--- config.mk ---
export PLATFORM = sky130hd
export DESIGN_NAME = wb_stage
export DESIGN_NICKNAME = d
export VERILOG_FILES = /design/src/rtl/wb_pkg.sv /design/src/rtl/wb_fifo.sv /design/src/rtl/wb_stage.sv
export SDC_FILE = /design/constraint.sdc
export NUM_CORES = 1
export LEC_CHECK = 0
export CAP_MARGIN = 0
export CORE_ASPECT_RATIO = 1.25
export CORE_UTILIZATION = 47
export CTS_CLUSTER_SIZE = 16
export DETAILED_ROUTE_END_ITERATION = 16
export PLACE_DENSITY = 0.9
export SLEW_MARGIN = 20
export SYNTH_ARGS = -nofsm -noshare
export SYNTH_HDL_FRONTEND = slang
export SYNTH_SLANG_ARGS = --single-unit
--- constraint.sdc ---
create_clock -name clk_i -period 3.1 [get_ports clk_i]
set_input_delay 0.31 -clock clk_i [delete_from_list [all_inputs] [get_ports clk_i]]
set_output_delay 0.31 -clock clk_i [all_outputs]
set_load 0.01 [all_outputs]
--- src/rtl/wb_pkg.sv ---
// wb_pkg: shared register-file widths and the writeback entry type
package wb_pkg;
  localparam int REG_ADDR_W = 3;
  localparam int REG_DATA_W = 8;
  typedef struct packed {
    logic [REG_ADDR_W-1:0] addr;
    logic [REG_DATA_W-1:0] data;
  } wb_entry_t;
endpackage

--- src/rtl/wb_fifo.sv ---
// wb_fifo: two-entry FIFO holding load results waiting for a writeback slot
module wb_fifo
  import wb_pkg::*;
(
  input  logic      clk_i,
  input  logic      reset_i,
  input  logic      push,
  input  logic      pop,
  input  wb_entry_t din,
  output wb_entry_t dout,
  output logic      full,
  output logic      empty
);
  wb_entry_t  mem [2];
  logic       rd_ptr;
  logic       wr_ptr;
  logic [1:0] count;
  assign full  = count == 2'd2;
  assign empty = count == 2'd0;
  assign dout  = mem[rd_ptr];
  // pointers and occupancy; reset empties the queue without touching payload storage
  always_ff @(posedge clk_i or negedge reset_i)
    if (!reset_i) begin
      rd_ptr <= 1'b0;
      wr_ptr <= 1'b0;
      count  <= 2'd0;
    end else begin
      rd_ptr <= rd_ptr ^ pop;
      wr_ptr <= wr_ptr ^ push;
      count  <= count + {1'b0, push} - {1'b0, pop};
    end
  // payload storage, written at the tail slot
  always_ff @(posedge clk_i)
    if (push) mem[wr_ptr] <= din;
endmodule

--- src/rtl/wb_stage.sv ---
// wb_stage: arbitrates ALU and queued load results onto the register-file write port (WB_FWD_EN enables operand forwarding)
module wb_stage
  import wb_pkg::*;
#(
  parameter int STARVE_LIMIT = 4
) (
  input  logic                  clk_i,
  input  logic                  reset_i,
  input  logic                  alu_valid_i,
  output logic                  alu_ready_o,
  input  logic [REG_ADDR_W-1:0] alu_addr_i,
  input  logic [REG_DATA_W-1:0] alu_data_i,
  input  logic                  mem_valid_i,
  output logic                  mem_ready_o,
  input  logic [REG_ADDR_W-1:0] mem_addr_i,
  input  logic [REG_DATA_W-1:0] mem_data_i,
  output logic                  write_o,
  output logic [REG_ADDR_W-1:0] write_addr_o,
  output logic [REG_DATA_W-1:0] write_data_o,
  input  logic [REG_ADDR_W-1:0] rs_addr_i,
  input  logic [REG_ADDR_W-1:0] rt_addr_i,
  output logic                  rs_fwd_o,
  output logic                  rt_fwd_o
);
  logic [3:0] starve;
  logic       alu_fire;
  logic       push;
  logic       pop;
  logic       full;
  logic       empty;
  wb_entry_t  head;
  assign alu_ready_o = reset_i && (starve != 4'(STARVE_LIMIT));
  assign mem_ready_o = reset_i && !full;
  assign alu_fire    = alu_valid_i && alu_ready_o;
  assign push        = mem_valid_i && mem_ready_o;
  assign pop         = !alu_fire && !empty;
  wb_fifo u_fifo (
    .clk_i  (clk_i),
    .reset_i(reset_i),
    .push   (push),
    .pop    (pop),
    .din    ('{addr: mem_addr_i, data: mem_data_i}),
    .dout   (head),
    .full   (full),
    .empty  (empty)
  );
  // count ALU wins that bypass a waiting load; any other cycle clears it
  always_ff @(posedge clk_i or negedge reset_i)
    if (!reset_i) starve <= 4'd0;
    else          starve <= (alu_fire && !empty) ? starve + 4'd1 : 4'd0;
  // register the selected result: ALU first, else oldest queued load
  always_ff @(posedge clk_i or negedge reset_i)
    if (!reset_i) begin
      write_o      <= 1'b0;
      write_addr_o <= '0;
      write_data_o <= '0;
    end else begin
      write_o      <= alu_fire || pop;
      write_addr_o <= alu_fire ? alu_addr_i : head.addr;
      write_data_o <= alu_fire ? alu_data_i : head.data;
    end
`ifdef WB_FWD_EN
  assign rs_fwd_o = write_o && (write_addr_o == rs_addr_i);
  assign rt_fwd_o = write_o && (write_addr_o == rt_addr_i);
`else
  logic unused_fwd;
  assign unused_fwd = ^{rs_addr_i, rt_addr_i};
  assign rs_fwd_o   = 1'b0;
  assign rt_fwd_o   = 1'b0;
`endif
endmodule

==> results.json <==
{
  "status": "complete, no violations",
  "dieArea_um2": 3890,
  "ys_seq_area_share_pct": 67.9,
  "grt_max_degree": 21,
  "maxSlewHeadroom_pct": 57.1,
  "p_int_mw": 1.18,
  "htreeDepth": 2,
  "fp.coreArea_um2": 3480,
  "track_usage_pct": 16.5,
  "wire_per_inst_um": 14.3,
  "post_synth.cell_area_avg_um2": 15.0,
  "antenna_found_initial": 0,
  "clock_latency_ps": 290,
  "synth_edf_count": 22,
  "finalSetupTns_ps": 0,
  "worstSetupPathType": "reg -> out",
  "r2r-start": "starve[0]$_DFF_PN0_",
  "fin_crit_sh_pct": 69.3,
  "yosys_warnings": 0,
  "fin_nets": 195,
  "viasPerCell": 5.23,
  "gr-total-overflow": 0,
  "clkPwrFrac_pct": 25.9,
  "cts_buffers": 5,
  "setup_viol": 0,
  "powerDensity_nw_per_um2": 720,
  "start_util_pct": 49.1,
  "cts_buffer_depth": 2,
  "num_antenna_cells": 0,
  "combPwrFrac_pct": 25.6,
  "gp_congestion": 0.800,
  "core.rowCount": 24,
  "leakagePower_nw": 0.890,
  "r2r_end": "u_fifo.count[1]$_DFF_PN0_",
  "syn2layout_area_growth_pct": 30.9,
  "worstRegToRegCells": 9,
  "worstPathRequired_ps": 2790,
  "worstMarginPinSlew_ps": 644,
  "die_x_um": 56.0,
  "root_buffer": "clkbuf_8",
  "drive_above_1_share_pct": 14.6,
  "sw_frac_of_total_pct": 27.1,
  "drc": 0,
  "grt_first_pass_wirelength_um": 4740,
  "ir_drop_mv": 0.543,
  "synth_top_area_share_pct": 38.6,
  "grt_pass1_vias": 1057,
  "fin_util_pct": 64.3,
  "syn_area_um2": 1710,
  "skew_ps": 3.83,
  "startpoint": "starve[0]$_DFF_PN0_",
  "worst-path-max-fanout": 15,
  "dp_hpwl_um": 2140,
  "ant_nets": 0,
  "cts_setup_buffers": 0,
  "io_pins": 48,
  "ys_seq_elements": 42,
  "fin_crit_ps": 2150,
  "async_flop_share_pct": 47.6,
  "synth_cell_type_count": 24,
  "die_h_um": 69.4,
  "dr.pass1.iters": 4,
  "cts-resized-gates": 0,
  "drt-total-wl_um": 2820,
  "cts_tree": "done",
  "p_seq_share_pct": 48.5,
  "hp-class": "in -> async",
  "fin_total_pwr_mw": 1.61,
  "hold_viol": 0,
  "power.switching_uw": 436,
  "maxCapViolCount": 0,
  "syn_inst": 114,
  "drtIter0Drc": 23,
  "rsz0062_at_grt": "no",
  "hold_buffers": 0,
  "path_clk_slew_ps": 80,
  "synth.area.top_cells": "edfxtp_1 39%, dfrtp_1 29%, mux2i_1 6.4%",
  "cts_sinks": 42,
  "ff2ff_setup_slack_ps": 1200,
  "yosysMostFrequentCell": "edfxtp_1",
  "num_vias": 1031,
  "cp-start-kind": "flip-flop",
  "cp.arrival_ps": 1840,
  "netlist_top_cells_count": "22 x edfxtp_1, 20 x dfrtp_1, 12 x nand3_1",
  "nFillCells": 261,
  "fmax_mhz": 465,
  "yosysTopAreaCell": "edfxtp_1",
  "dominantRegCellSynth": "edfxtp_1",
  "slew_viol_final": 0,
  "end_kind": "primary output",
  "numPortBuffers": 39
}
[metal layers]
metal	GRT usage [%]	vias to the layer above	part of all wire (%)
li1	-	484	-
met1	16.3	506	37
met2	29.9	32	57
met3	6.16	9	4.2
met4	8.13	0	2.7
met5	0	-	0
[kinds of logic (layout without fill, tap and decap cells)]
group / count (synthesis) / in the layout / synth area share (%)
and+or+nand+nor: 24 / 24 / 8.27
xor gates and xnor gates: 5 / 5 / 2.56
muxes: 11 / 11 / 6.44
adders and majority gates: 6 / 6 / 4.39
DFF: 42 / 42 / 67.9
AOI/OAI and AO/OA: 13 / 13 / 6.36
buffers and inverters: 12 / 55 / 3.88
other: 1 / 2 / 0.219
[sequential cells by signal, indices dropped and copies added (netlist names)]
register and flops:
write_data_o 8, starve 4, u_fifo.wr_ptr 1, u_fifo.count 2
u_fifo.rd_ptr 1, write_addr_o 3, write_o 1, u_fifo.mem 22
[cell type report]
class | instances | area, um2 | share of cell area, %
tap | 39 | 48.8 | 2.18
clock buffer | 5 | 68.8 | 3.07
clock inverter | 3 | 45.0 | 2.01
sequential | 42 | 1160 | 51.9
multi-input combinational | 61 | 487 | 21.7
timing repair buffer | 41 | 405 | 18.1
inverter | 6 | 22.5 | 1.01
[cells in the final DEF, fill, tap and decap left out]
master	count
a21boi_0	1
a21oi_2	1
and2_1	3
and2_4	1
buf_4	2
bufinv_16	1
clkbuf_8	5
clkdlybuf4s50_1	39
clkinvlp_4	2
conb_1	2
dfrtp_1	20
edfxtp_1	22
ha_1	6
inv_1	6
mux2i_1	11
nand2_1	2
nand3_1	12
nand3b_4	1
nor2_1	1
nor3_1	3
nor3b_1	1
o21ai_0	1
o21ai_2	10
xnor2_1	3
xor2_1	2
[stage by stage]
step	worst slack (ps)	instances	hold slack, ps	cell area (um2)
floorplan	1430	115	14.4	1710
global placement	973	189	478	2120
detailed placement	885	189	502	2120
CTS	934	197	193	2240
global route	875	197	184	2240
finish	951	197	202	2240
[worst max-delay path, cell delays in order (launching register included)]
cell,delay [ps]
dfrtp_1,420
inv_1,70
ha_1,190
nand3b_4,190
and2_1,220
clkdlybuf4s50_1,470
[power by group through the flow]
stage	combinational, mW	clock, mW	sequential (mW)
2_1_floorplan	0.248	0	0.778
3_3_place_gp	0.397	0	0.785
3_5_place_dp	0.417	0	0.794
4_1_cts	0.419	0.425	0.782
5_1_grt	0.455	0.454	0.796
6_report	0.412	0.417	0.782
[how the worst max path moves through the flow]
stage                                       endpoint  slack (ps)  depth (start not counted)
after floorplan           u_fifo.mem[1][0]$_DFFE_PP_        1430                          3
after global placement     u_fifo.count[1]$_DFF_PN0_         970                          9
after detailed placement   u_fifo.count[1]$_DFF_PN0_         890                          9
after CTS                                alu_ready_o         930                          5
after global routing                     alu_ready_o         870                          5
final                                    alu_ready_o         950                          5
Power figures use the tool's default switching activity.
